$ cat src/rtl/cxu_l2_initiator_if.sv
// Host command/result and CXU-L2 request/response bundle for the L2 initiator.
// master = the initiator itself, slave = host plus responder tree.
interface cxu_l2_initiator_if #(
    parameter int N_CXUS    = 2,
    parameter int N_STATES  = 1,
    parameter int FUNC_ID_W = 10,
    parameter int DATA_W    = 32,
    parameter int ROB_DEPTH = 4
);
    localparam int CXU_ID_W   = (N_CXUS > 1) ? $clog2(N_CXUS) : 1;
    localparam int STATE_ID_W = (N_STATES > 1) ? $clog2(N_STATES) : 1;
    localparam int ID_W       = $clog2(ROB_DEPTH);

    logic                  cmd_valid, cmd_ready;
    logic [CXU_ID_W-1:0]   cmd_cxu;
    logic [STATE_ID_W-1:0] cmd_state;
    logic [FUNC_ID_W-1:0]  cmd_func;
    logic [DATA_W-1:0]     cmd_data0, cmd_data1;

    logic                  res_valid, res_ready, res_status;
    logic [DATA_W-1:0]     res_data;

    logic                  req_valid, req_ready;
    logic [ID_W-1:0]       req_id;
    logic [CXU_ID_W-1:0]   req_cxu;
    logic [STATE_ID_W-1:0] req_state;
    logic [FUNC_ID_W-1:0]  req_func;
    logic [DATA_W-1:0]     req_data0, req_data1;

    logic                  resp_valid, resp_ready, resp_status;
    logic [ID_W-1:0]       resp_id;
    logic [DATA_W-1:0]     resp_data;

    logic                  err_unexpected;

    modport master (
        input  cmd_valid, cmd_cxu, cmd_state, cmd_func, cmd_data0, cmd_data1,
        output cmd_ready,
        output res_valid, res_status, res_data,
        input  res_ready,
        output req_valid, req_id, req_cxu, req_state, req_func, req_data0, req_data1,
        input  req_ready,
        input  resp_valid, resp_id, resp_status, resp_data,
        output resp_ready,
        output err_unexpected
    );

    modport slave (
        output cmd_valid, cmd_cxu, cmd_state, cmd_func, cmd_data0, cmd_data1,
        input  cmd_ready,
        input  res_valid, res_status, res_data,
        output res_ready,
        input  req_valid, req_id, req_cxu, req_state, req_func, req_data0, req_data1,
        output req_ready,
        output resp_valid, resp_id, resp_status, resp_data,
        input  resp_ready,
        input  err_unexpected
    );
endinterface

$ cat src/rtl/cxu_l2_initiator.sv
// CXU-L2 initiator: tags host commands, absorbs out-of-order responses in a ROB, returns results in order.
// Optional head-of-line watchdog enabled by defining CXU_INIT_TIMEOUT_EN.
module cxu_l2_initiator #(
    parameter int N_CXUS         = 2,
    parameter int N_STATES       = 1,
    parameter int FUNC_ID_W      = 10,
    parameter int DATA_W         = 32,
    parameter int ROB_DEPTH      = 4,
    parameter int TIMEOUT_CYCLES = 255
) (
    input  logic               clk,
    input  logic               rst_n,
    cxu_l2_initiator_if.master bus
);
    localparam int CXU_ID_W   = (N_CXUS > 1) ? $clog2(N_CXUS) : 1;
    localparam int STATE_ID_W = (N_STATES > 1) ? $clog2(N_STATES) : 1;
    localparam int ID_W       = $clog2(ROB_DEPTH);
    localparam logic [ID_W:0] DEPTH_C = (ID_W+1)'(ROB_DEPTH);

    logic [ID_W-1:0]                  head_q, head_d, tail_q, tail_d;
    logic [ID_W:0]                    count_q, count_d;
    logic [ROB_DEPTH-1:0]             done_q, status_q;
    logic [ROB_DEPTH-1:0][DATA_W-1:0] data_q;

    logic                  req_valid_q;
    logic [ID_W-1:0]       req_id_q;
    logic [CXU_ID_W-1:0]   req_cxu_q;
    logic [STATE_ID_W-1:0] req_state_q;
    logic [FUNC_ID_W-1:0]  req_func_q;
    logic [DATA_W-1:0]     req_data0_q, req_data1_q;
    logic                  err_q;

    logic            accept, pop, resp_hit, head_hit, to_fire;
    logic [ID_W-1:0] resp_off;

    assign bus.cmd_ready  = (count_q < DEPTH_C) && (!req_valid_q || bus.req_ready);
    assign accept         = bus.cmd_valid && bus.cmd_ready;
    assign bus.res_valid  = (count_q != '0) && done_q[head_q];
    assign bus.res_data   = data_q[head_q];
    assign bus.res_status = status_q[head_q];
    assign pop            = bus.res_valid && bus.res_ready;

    // Tag is live iff its distance from head (mod depth) is below the occupancy.
    assign resp_off = bus.resp_id - head_q;
    assign resp_hit = bus.resp_valid && ({1'b0, resp_off} < count_q) && !done_q[bus.resp_id];
    assign head_hit = resp_hit && (bus.resp_id == head_q);

    assign bus.resp_ready     = 1'b1;
    assign bus.err_unexpected = err_q;
    assign bus.req_valid      = req_valid_q;
    assign bus.req_id         = req_id_q;
    assign bus.req_cxu        = req_cxu_q;
    assign bus.req_state      = req_state_q;
    assign bus.req_func       = req_func_q;
    assign bus.req_data0      = req_data0_q;
    assign bus.req_data1      = req_data1_q;

    assign head_d = pop ? head_q + 1'b1 : head_q;
    assign tail_d = accept ? tail_q + 1'b1 : tail_q;

    always_comb begin
        count_d = count_q;
        unique case ({accept, pop})
            2'b10:   count_d = count_q + 1'b1;
            2'b01:   count_d = count_q - 1'b1;
            default: count_d = count_q;
        endcase
    end

`ifdef CXU_INIT_TIMEOUT_EN
    localparam int TO_W = $clog2(TIMEOUT_CYCLES + 1);
    logic [TO_W-1:0] timer_q, timer_d;
    logic            to_active;

    // A genuine head response in the firing cycle wins over the watchdog.
    assign to_active = (count_q != '0) && !done_q[head_q] && !head_hit;
    assign to_fire   = to_active && (timer_q == TO_W'(TIMEOUT_CYCLES - 1));
    assign timer_d   = (to_active && !to_fire) ? timer_q + 1'b1 : '0;

    always_ff @(posedge clk or negedge rst_n) begin
        if (!rst_n) timer_q <= '0;
        else        timer_q <= timer_d;
    end
`else
    logic [31:0] unused_timeout;
    assign unused_timeout = 32'(TIMEOUT_CYCLES);
    assign to_fire        = 1'b0;
`endif

    always_ff @(posedge clk or negedge rst_n) begin
        if (!rst_n) begin
            head_q      <= '0;
            tail_q      <= '0;
            count_q     <= '0;
            done_q      <= '0;
            status_q    <= '0;
            data_q      <= '0;
            req_valid_q <= 1'b0;
            req_id_q    <= '0;
            req_cxu_q   <= '0;
            req_state_q <= '0;
            req_func_q  <= '0;
            req_data0_q <= '0;
            req_data1_q <= '0;
            err_q       <= 1'b0;
        end else begin
            head_q  <= head_d;
            tail_q  <= tail_d;
            count_q <= count_d;

            if (accept) begin
                req_valid_q <= 1'b1;
                req_id_q    <= tail_q;
                req_cxu_q   <= bus.cmd_cxu;
                req_state_q <= bus.cmd_state;
                req_func_q  <= bus.cmd_func;
                req_data0_q <= bus.cmd_data0;
                req_data1_q <= bus.cmd_data1;
            end else if (bus.req_ready) begin
                req_valid_q <= 1'b0;
            end

            if (pop) done_q[head_q] <= 1'b0;

            if (resp_hit) begin
                done_q[bus.resp_id]   <= 1'b1;
                status_q[bus.resp_id] <= bus.resp_status;
                data_q[bus.resp_id]   <= bus.resp_data;
            end else if (bus.resp_valid) begin
                err_q <= 1'b1;
            end

            if (to_fire) begin
                done_q[head_q]   <= 1'b1;
                status_q[head_q] <= 1'b1;
                data_q[head_q]   <= '0;
            end
        end
    end
endmodule

$ cat src/flat_wrapper.sv
// flat-port wrapper written by rule: the top's interface ports become plain ports
module cxu_l2_initiator_flat 
#(
    parameter int N_CXUS         = 2,
    parameter int N_STATES       = 1,
    parameter int FUNC_ID_W      = 10,
    parameter int DATA_W         = 32,
    parameter int ROB_DEPTH      = 4,
    parameter int TIMEOUT_CYCLES = 255
)
  (clk, rst_n, bus_cmd_valid, bus_cmd_cxu, bus_cmd_state, bus_cmd_func, bus_cmd_data0, bus_cmd_data1, bus_cmd_ready, bus_res_valid, bus_res_status, bus_res_data, bus_res_ready, bus_req_valid, bus_req_id, bus_req_cxu, bus_req_state, bus_req_func, bus_req_data0, bus_req_data1, bus_req_ready, bus_resp_valid, bus_resp_id, bus_resp_status, bus_resp_data, bus_resp_ready, bus_err_unexpected);
  cxu_l2_initiator_if #(.N_CXUS(N_CXUS), .N_STATES(N_STATES), .FUNC_ID_W(FUNC_ID_W), .DATA_W(DATA_W), .ROB_DEPTH(ROB_DEPTH)) bus_i ();
  input  logic clk;
  input  logic rst_n;
  input wire logic [$bits(bus_i.cmd_valid)-1:0] bus_cmd_valid;
  input wire logic [$bits(bus_i.cmd_cxu)-1:0] bus_cmd_cxu;
  input wire logic [$bits(bus_i.cmd_state)-1:0] bus_cmd_state;
  input wire logic [$bits(bus_i.cmd_func)-1:0] bus_cmd_func;
  input wire logic [$bits(bus_i.cmd_data0)-1:0] bus_cmd_data0;
  input wire logic [$bits(bus_i.cmd_data1)-1:0] bus_cmd_data1;
  output wire logic [$bits(bus_i.cmd_ready)-1:0] bus_cmd_ready;
  output wire logic [$bits(bus_i.res_valid)-1:0] bus_res_valid;
  output wire logic [$bits(bus_i.res_status)-1:0] bus_res_status;
  output wire logic [$bits(bus_i.res_data)-1:0] bus_res_data;
  input wire logic [$bits(bus_i.res_ready)-1:0] bus_res_ready;
  output wire logic [$bits(bus_i.req_valid)-1:0] bus_req_valid;
  output wire logic [$bits(bus_i.req_id)-1:0] bus_req_id;
  output wire logic [$bits(bus_i.req_cxu)-1:0] bus_req_cxu;
  output wire logic [$bits(bus_i.req_state)-1:0] bus_req_state;
  output wire logic [$bits(bus_i.req_func)-1:0] bus_req_func;
  output wire logic [$bits(bus_i.req_data0)-1:0] bus_req_data0;
  output wire logic [$bits(bus_i.req_data1)-1:0] bus_req_data1;
  input wire logic [$bits(bus_i.req_ready)-1:0] bus_req_ready;
  input wire logic [$bits(bus_i.resp_valid)-1:0] bus_resp_valid;
  input wire logic [$bits(bus_i.resp_id)-1:0] bus_resp_id;
  input wire logic [$bits(bus_i.resp_status)-1:0] bus_resp_status;
  input wire logic [$bits(bus_i.resp_data)-1:0] bus_resp_data;
  output wire logic [$bits(bus_i.resp_ready)-1:0] bus_resp_ready;
  output wire logic [$bits(bus_i.err_unexpected)-1:0] bus_err_unexpected;
  assign bus_i.cmd_valid = bus_cmd_valid;
  assign bus_i.cmd_cxu = bus_cmd_cxu;
  assign bus_i.cmd_state = bus_cmd_state;
  assign bus_i.cmd_func = bus_cmd_func;
  assign bus_i.cmd_data0 = bus_cmd_data0;
  assign bus_i.cmd_data1 = bus_cmd_data1;
  assign bus_cmd_ready = bus_i.cmd_ready;
  assign bus_res_valid = bus_i.res_valid;
  assign bus_res_status = bus_i.res_status;
  assign bus_res_data = bus_i.res_data;
  assign bus_i.res_ready = bus_res_ready;
  assign bus_req_valid = bus_i.req_valid;
  assign bus_req_id = bus_i.req_id;
  assign bus_req_cxu = bus_i.req_cxu;
  assign bus_req_state = bus_i.req_state;
  assign bus_req_func = bus_i.req_func;
  assign bus_req_data0 = bus_i.req_data0;
  assign bus_req_data1 = bus_i.req_data1;
  assign bus_i.req_ready = bus_req_ready;
  assign bus_i.resp_valid = bus_resp_valid;
  assign bus_i.resp_id = bus_resp_id;
  assign bus_i.resp_status = bus_resp_status;
  assign bus_i.resp_data = bus_resp_data;
  assign bus_resp_ready = bus_i.resp_ready;
  assign bus_err_unexpected = bus_i.err_unexpected;
  cxu_l2_initiator #(.N_CXUS(N_CXUS), .N_STATES(N_STATES), .FUNC_ID_W(FUNC_ID_W), .DATA_W(DATA_W), .ROB_DEPTH(ROB_DEPTH), .TIMEOUT_CYCLES(TIMEOUT_CYCLES)) u_core (.clk(clk), .rst_n(rst_n), .bus(bus_i));
endmodule
$ cat config.mk
export PLATFORM = sky130hd
export DESIGN_NAME = cxu_l2_initiator_flat
export DESIGN_NICKNAME = d
export VERILOG_FILES = /design/src/rtl/cxu_l2_initiator_if.sv /design/src/rtl/cxu_l2_initiator.sv /design/src/flat_wrapper.sv
export SDC_FILE = /design/constraint.sdc
export NUM_CORES = 1
export LEC_CHECK = 0
export ABC_AREA = 1
export BUFFER_PORTS_ARGS = -buffer_cell sky130_fd_sc_hd__clkbuf_2
export CAP_MARGIN = 5
export CORE_UTILIZATION = 35
export CTS_BUF_LIST = sky130_fd_sc_hd__clkbuf_2
export DETAILED_ROUTE_END_ITERATION = 7
export GPL_TIMING_DRIVEN = 0
export PLACE_DENSITY_LB_ADDON = 0.15
export SYNTH_ARGS = -nofsm -noshare
export SYNTH_HDL_FRONTEND = slang
export SYNTH_SLANG_ARGS = --single-unit
$ cat constraint.sdc
create_clock -name clk -period 2.84 [get_ports clk]
set_clock_uncertainty 0.15 [all_clocks]
set_input_delay 0.426 -clock clk [delete_from_list [all_inputs] [get_ports clk]]
set_output_delay 0.426 -clock clk [all_outputs]
set_load 0.03 [all_outputs]
## Word-level counts from Yosys, hierarchy flattened

Cells that the tools add are included.

| storage, ports and cells | value |
|---|---|
| bits in registers | 223 |
| input port bits | 117 |
| output and inout port bits | 116 |

| operators by class | value |
|---|---|
| add/subtract/negate cells | 5 |
| order comparisons | 6 |
| equality and inequality tests | 2 |
| mux-type cells | 21 |
| bitwise operators | 4 |
| reductions and logical operators | 15 |

Operators with widths:

| kind | number |
|---|---|
| bitwise mux 128 bit | 1 |
| binary-select mux 32 bit (select 2 bit) | 1 |
| demux 32 bit (select 2 bit) | 1 |
| two-way mux 32 bit | 2 |
| logical AND 1 bit | 8 |
| two-way mux 4 bit | 2 |
| two-way mux 1 bit | 7 |
| binary-select mux 1 bit (select 2 bit) | 3 |
| < comparator 2 x 3 -> 1 bit (second input constant) | 2 |
| one-hot mux 3 bit (2 select lines) | 1 |
| adder 2 x 1 -> 2 bit (second input constant) | 2 |
| AND 4 bit | 1 |
| bitwise mux 4 bit | 1 |
| demux 1 bit (select 2 bit) | 2 |
| >= comparator 2 x 1 -> 1 bit (second input constant) | 2 |
| inverter 4 bit | 1 |
| OR 4 bit | 1 |
| nonzero test 2 bit | 2 |
| adder 3 x 1 -> 3 bit (second input constant) | 1 |
| < comparator 2 x 3 -> 1 bit | 1 |
| < comparator 3 bit (second input constant) | 1 |
| nonzero test 3 bit | 1 |
| subtractor 3 x 1 -> 3 bit (second input constant) | 1 |
| == test 2 x 1 -> 1 bit (second input constant) | 1 |
| 6 further kinds | 7 |

## Longest topological paths before layout

Gate-level depths: netlist (run 1).

| logic depth | value |
|---|---|
| word-level depth | 9 |
| mapped depth | 14 |
| gate-level depth less buffers | 12 |

## Worst setup path after synthesis (run 1)

Ideal clock, no wire load.

| path | value |
|---|---|
| path kind | reg-to-reg |
| start | register u_core.req_valid_q (netlist: u_core.bus.req_valid) |
| end | register u_core.count_q[1] |
| setup time | 0.083 ns |
| arrival time | 2.467 ns |
| data required time | 2.607 ns |
| path slack | 0.140 ns |
| stages on the path, launching flop included | 9 |
| buffers on the path | 2 |
| period minus slack after synthesis | 2.700 ns |
| path through | dfrtp_1 a21oi_1 nand2_1 clkbuf_1 buf_2 ha_1 inv_1 fa_1 o21ai_0 |

| on the way | value |
|---|---|
| longest elaborated chain between the ends | 6 |
| elaborated cells on any way between the ends | 8 |
| classes of those cells | eq/ne: 2; mux: 1; reduce/logical: 5 |

RTL lines:

| what | RTL line | source |
|---|---|---|
| start: declaration | cxu_l2_initiator.sv:25 | `logic req_valid_q;` |
| start signal: assignment | cxu_l2_initiator.sv:98 | `req_valid_q <= 1'b0;` |
| start signal: assignment | cxu_l2_initiator.sv:112 | `req_valid_q <= 1'b1;` |
| start signal: assignment | cxu_l2_initiator.sv:120 | `req_valid_q <= 1'b0;` |
| logical NOT 1 bit (*) | cxu_l2_initiator.sv:36 | `assign bus.cmd_ready = (count_q < DEPTH_C) && (!req_valid_q \|\| bus.req_ready);` |
| logical OR 1 bit (*) | cxu_l2_initiator.sv:36 |  |
| logical AND 1 bit (*) | cxu_l2_initiator.sv:36 |  |
| named net bus_cmd_ready | flat_wrapper.sv:21 | `output wire logic [$bits(bus_i.cmd_ready)-1:0] bus_cmd_ready;` |
| logical AND 1 bit (*) | cxu_l2_initiator.sv:37 | `assign accept = bus.cmd_valid && bus.cmd_ready;` |
| == test 2 x 1 -> 1 bit or == test 2 bit (tied branches) | cxu_l2_initiator.sv:63 | `unique case ({accept, pop})` |
| one-hot mux 3 bit (2 select lines) or nonzero test 2 bit (tied branches) | - |  |
| end signal: assignment | cxu_l2_initiator.sv:109 | `count_q <= count_d;` |
| end: declaration | cxu_l2_initiator.sv:21 | `logic [ID_W:0] count_q, count_d;` |

Mark *: on every way through the listed nets, which the timed path passes. The rest lies on a longest branch.
A chain may end at the register's enable or synchronous reset.

## Worst setup path in the final report (run 1)

| path | value |
|---|---|
| start | register u_core.head_q[0] |
| end | output port bus_res_data[29] |

| on the way | value |
|---|---|
| longest elaborated chain between the ends | 2 |

RTL lines:

| what | RTL line | source |
|---|---|---|
| start: declaration | cxu_l2_initiator.sv:20 | `logic [ID_W-1:0] head_q, head_d, tail_q, tail_d;` |
| start signal: assignment | cxu_l2_initiator.sv:92 | `head_q <= '0;` |
| start signal: assignment | cxu_l2_initiator.sv:107 | `head_q <= head_d;` |
| binary-select mux 32 bit (select 2 bit) | cxu_l2_initiator.sv:39 | `assign bus.res_data = data_q[head_q];` |
| two-way mux 32 bit (not written as such) | cxu_l2_initiator.sv:39 |  |
| end: declaration | flat_wrapper.sv:24 | `output wire logic [$bits(bus_i.res_data)-1:0] bus_res_data;` |

No other way between the ends. The select of a mux whose other input is x is not followed.

==> results of run 1 <==
==> power groups by stage <==
stage	Sequential [mW]	Combinational, mW	Clock, mW
after floorplan	6.39	4.59	0
after global placement	5.48	8.32	0
after detailed placement	5.49	8.42	0
after CTS	5.47	9.55	2.32
after global routing	5.70	11.1	2.50
final	5.54	10.3	2.24
==> routing by layer <==
layer | up-vias | global-route usage
met5 | - | 0
met4 | 0 | 0.1027
met3 | 85 | 0.05631
met2 | 425 | 0.4190
met1 | 4893 | 0.3204
li1 | 4909 | -
==> cells in the mapped netlist (all sizes together) <==
cell    instances  area share
clkbuf         41       0.015
xnor2           3      0.0026
dfrtp         223        0.55
a21oi           2     0.00099
clkinv          2     0.00074
nor2           75       0.029
ha              7      0.0087
o21ai          69       0.034
buf            54       0.031
nand2         527        0.20
o22ai          33       0.020
inv            18      0.0067
fa              1      0.0020
nand3          13       0.011
nand4         137       0.085
conb            1     0.00037
nand3b          1     0.00074
xor2            3      0.0026
==> worst max-delay path: stages (launching register included) <==
cell and delay [ps]:
dfrtp_1 410, buf_6 160, clkinv_8 60, clkbuf_16 170, buf_12 140, nor2_2 40, o22ai_2 210, clkbuf_8 210
==> repair_timing <==
action                     CTS  global route
setup endpoints to repair   35           101
buffers inserted             9             5
pin swaps                   12            10
hold endpoints to repair   346             0
hold buffers               123             0
gates cloned                 3             3
resized for setup          137           122
==> flip-flops by register name, indices dropped and copies added, names as in the netlist, 2 cells and up <==
signal                count
u_core.data_q           128
u_core.bus.req_id         2
u_core.head_q             2
u_core.count_q            3
u_core.tail_q             2
u_core.bus.req_data1     32
u_core.status_q           4
u_core.bus.req_data0     32
u_core.done_q             4
u_core.bus.req_func      10
==> layout by cell type (no fill, tap or decap), drive strengths merged, types with 2 or more instances in the layout <==
master / synthesis / routed
a21oi: 2 / 2
buf: 54 / 98
clkbuf: 41 / 339
clkinv: 2 / 11
dfrtp: 223 / 223
dlygate4sd3: 0 / 122
ha: 7 / 7
inv: 18 / 19
nand2: 527 / 527
nand3: 13 / 13
nand4: 137 / 137
nor2: 75 / 75
o21ai: 69 / 69
o22ai: 33 / 33
xnor2: 3 / 3
xor2: 3 / 3
==> cell families (layout without fill, tap and decap cells) <==
group	Yosys count	in the layout	share of synthesized area
simple gates	753	753	0.3221
flops	223	223	0.5524
buf+inv	115	590	0.05363
compound gates	104	104	0.05561
fa+ha+maj	8	8	0.01065
xor+xnor	6	6	0.005203
other cells	1	2	0.0003712
==> cell type report <==
| type | count | area, um^2 | share of cell area |
|---|---|---|---|
| diodes | 1 | 2.502 | 0.0001733 |
| plain buffers | 93 | 684.4 | 0.04739 |
| clock buffers | 91 | 455.4 | 0.03153 |
| clock inverters | 11 | 42.54 | 0.002946 |
| inverters | 20 | 91.34 | 0.006324 |
| multi-input cells | 872 | 4272 | 0.2958 |
| flip-flops and latches | 223 | 5582 | 0.3865 |
| well taps | 378 | 473.0 | 0.03275 |
| repair buffers | 375 | 2840 | 0.1967 |
==> worst paths after layout <==
| check | depth (start not counted) | to | from | slack [ps] |
|---|---|---|---|---|
| max | 7 | bus_res_data[29] | u_core.head_q[0] | 100 |
| min | 3 | u_core.tail_q[0] | bus_cmd_valid | 110 |
| max reg2reg | 14 | u_core.data_q[98] | u_core.head_q[0] | 130 |
| min reg2reg | 2 | u_core.data_q[47] | u_core.data_q[47] | 320 |
| max in group asynchronous | 5 | u_core.bus.req_data1[11] | rst_n | 1060 |
| min in group asynchronous | 4 | u_core.data_q[105] | rst_n | 580 |
==> stage by stage <==
| step | setup slack [ps] | utilization |
|---|---|---|
| floorplan | 140.2 | - |
| global placement | -3720 | 0.4175 |
| detailed placement | -228.2 | 0.4198 |
| CTS | -22.05 | 0.5018 |
| global route | -30.30 | 0.5142 |
| finish | 96.78 | 0.5142 |
==> flow_summary.yaml, run 1 <==
status:
  status: "completed"
detailed_routing:
  drt-met1-wl_mm: 15.33
  via_per_inst: 4.996
  drt_first_pass_iters: 5
  final_antenna_net_count: 0
  top_layer: "met4"
  drt-initial-drc-count: 729
  drc: 0
  wl_met2_mm: 17.72
  vias: 10310
  routed_wl_mm: 36.90
  wl_met3_mm: 2.688
  wire_per_inst_um: 17.88
pwr:
  p_leak_nw: 7.653
  irDropWorstVdd_mv: 0.6215
  comb_power_share: 0.569
  pwr-share-seq: 0.307
  p_per_area_nw_per_um2: 1249
  p_int_mw: 9.148
  clkPwrFrac: 0.124
  netSwitchingFraction: 0.4930
  power.total_mw: 18.04
  power_switching_mw: 8.896
finish:
  final_nets: 1776
  nFillCells: 2776
  fin_area_um2: 14440
  drive_above_1_share: 0.2849
  area_delta_synth_final_pct: 42.97
  final_cells: 2064
critical_path:
  start_kind: "flop"
  cp-end-kind: "output port"
  cp.required_ps: 2260
  cp.arrival_ps: 2170
  crit_type: "flop to output port"
  crit_path_max_fanout: 7
clocking:
  clock-sinks: 223
  cts_tree: "built"
  cts_buffers: 66
  ctsRootBufferMaster: "clkbuf_2"
  path_clk_slew_ps: 80
  clkLatencyLatePin_ps: 770
  htree_num_levels: 3
  clk_path_buf_depth: 3
synthesis:
  synth_area_um2: 10100
  synth_nets: 1335
  synth_cell_types: 25
  ys_seq_area_frac: 0.5524
  avgSynthCellArea_um2: 8.349
  ys_ff_latch: 223
  syn_inst: 1210
  yosysWarnings: 0
floorplanning:
  fp-row-count: 61
  core_area_um2: 28090
  fp.dieH_um: 171.9
  die_width_um: 171.9
  pin_count: 233
  initial_core_util: 0.3597
  die_area_um2: 29550
place:
  place_area_um2: 11790
  gp_congestion: 0.8042
  place_inst: 1820
  dp.final_hpwl_mm: 23.67
  port_buffers: 230
timing:
  fmax_ghz: 0.3645
  rsz0062_at_grt: "true"
  post-route-min-period_ps: 2743
  finalHoldViolCount: 0
  fin_tns_setup_ps: 0
  max_slew_margin: 0.5524
  finalSetupViolCount: 0
  post-route-period-util: 0.9659
  tightest_slew_ps: 671.3
  whs_ps: 110.6
  finalMaxSlewViolations: 0
min_path:
  hold_class: "primary input to flop"
grt:
  antenna_found_initial: 1
  grt_pass1_vias: 10620
  grt_pass1_wl_mm: 57.35
  grt_max_degree: 94
  grt_usage: 0.2534
  grt_overflow: 0
run:
  cap_viol_max_count: 0
Power figures use the tool's default switching activity.
==> inputs of run 2 (changes only) <==
Settings changed: CORE_MARGIN set to 2.
==> run 2 against run 1 <==
Effect of this change: the run now ends with negative setup slack left; routed wire length up 1.7%; core utilization up 0.42 points; sequential cell count unchanged; largest power group unchanged; highest routed layer unchanged.
==> flow_summary.yaml, run 2 (synthesis gave the netlist of run 1 again) <==
timing:
  rsz0062_at_grt: "true"
  post-route-min-period_ps: 2847
  fmax_ghz: 0.3512
  whs_ps: 38.74
  max_slew_margin: 0.5712
  tightest_slew_ps: 643.1
  finalMaxSlewViolations: 0
  fin_tns_setup_ps: -7.474
  post-route-period-util: 1.003
  finalHoldViolCount: 0
  fin_ws_ps: -7.474
  finalSetupViolCount: 1
clocking:
  clock-sinks: 223
  cts_buffers: 61
  clkLatencyLatePin_ps: 850
  path_clk_slew_ps: 100
  ctsRootBufferMaster: "clkbuf_2"
  htree_num_levels: 2
  cts_tree: "built"
  clk_path_buf_depth: 3
detailed_routing:
  drc: 0
  routed_wl_mm: 37.53
  via_per_inst: 4.971
  drt-initial-drc-count: 624
  vias: 10330
  final_antenna_net_count: 0
  drt_first_pass_iters: 5
  wire_per_inst_um: 18.06
finish:
  final_cell_mix: "nand2_1, clkbuf_2, dfrtp_1"
  final_common_cell: "nand2_1"
  drive_above_1_share: 0.3006
  multiInputGateArea_um2: 4389
  area.sequential_um2: 5580
  largest_register_ffs: 128
  largest_register: "u_core.data_q"
  nFillCells: 2754
  final_nets: 1778
  area_delta_synth_final_pct: 46.48
floorplanning:
  core_area_um2: 28550
  initial_core_util: 0.3539
  fp.dieH_um: 173.9
  fp-row-count: 62
  pin_count: 233
  die_width_um: 173.9
  die_area_um2: 30240
pwr:
  p_leak_nw: 7.780
  p_per_area_nw_per_um2: 1262
  power.total_mw: 18.68
  irDropWorstVdd_mv: 0.6225
critical_path:
  crit_path_max_fanout: 6
  cp-end-kind: "output port"
  crit_type: "flop to output port"
  cp-endpoint: "bus_res_data[1]"
  r2r-start: "u_core.head_q[0]"
  r2r-end: "u_core.data_q[77]"
  r2r_cells: 14
  start_kind: "flop"
  cp.required_ps: 2260
  cp-startpoint: "u_core.head_q[0]"
  cp.arrival_ps: 2270
  worst-r2r-setup-slack_ps: 180
grt:
  grt_pass1_vias: 10570
  grt_overflow: 0
  antenna_found_initial: 1
  grt_max_degree: 91
  grt_pass1_wl_mm: 59.07
  grt_usage: 0.2467
status:
  status: "complete, but fails checks"
  violations: "negative setup slack"
place:
  port_buffers: 230
  gp_congestion: 0.7987
  dp.final_hpwl_mm: 23.85
run:
  cap_viol_max_count: 0
min_path:
  hold_class: "primary input to flop"
  holdCritStartpoint: "bus_cmd_valid"
-- run 2: layout make-up --
cell class                 count  share of cell area
timing repair buffer         381              0.2011
tap                          384             0.03247
clock inverter                16            0.004397
inverter                      20            0.006172
sequential                   223              0.3771
multi-input combinational    872              0.2966
clock buffer                  87             0.02942
buffer                        94             0.05259
antenna                        1           0.0001691
-- run 2: through the flow --
stage                     worst slack, ps  std cells  utilization  instance area [um^2]
after floorplan                     140.2       1210            -                 10100
after global placement              -3720       1824       0.4110                 11730
after detailed placement           -202.9       1826       0.4133                 11800
after CTS                          -102.5       2074       0.5072                 14480
after global routing               -150.8       2078       0.5184                 14800
final                              -7.474       2078       0.5184                 14800
-- run 2: worst min-delay path by stage --
stage                                      endpoint  slack (ps)  cells past startpoint
after detailed placement         u_core.data_q[106]         300                      1
final                              u_core.tail_q[0]          40                      3
after global routing               u_core.tail_q[0]          50                      3
after global placement            u_core.data_q[89]         300                      2
after CTS                   u_core.bus.req_data1[5]           8                      6
after floorplan           u_core.bus.err_unexpected         -20                      0
-- run 2: where the power goes --
part / internal, mW / switching (mW)
Sequential: 4.65 / 0.916
Clock: 0.816 / 1.41
Combinational: 4.07 / 6.82
-- run 2: per-layer routing --
layer / wire, um / up-vias / global-route usage / part of all wire
met1: 15830 / 4923 / 0.3193 / 0.42
li1: - / 4925 / - / -
met4: 981 / 0 / 0.07668 / 0.026
met3: 2681 / 78 / 0.05249 / 0.071
met2: 18040 / 404 / 0.4147 / 0.48
met5: 0 / - / 0 / 0
-- run 2: critical path, cell delays in order, from the launching register on --
cell	delay, ps
dfrtp_1	410
buf_6	160
clkinv_8	60
clkbuf_16	170
buf_12	130
nor2_1	50
o22ai_2	240
clkbuf_8	210
-- run 2: timing repair --
item / in CTS / in global routing
endpoints found under the setup margin: 35 / 104
pin swaps: 24 / 22
hold buffers: 124 / 0
gates cloned: 4 / 2
buffers inserted: 17 / 2
resized for setup: 202 / 112
hold endpoints to repair: 367 / 0
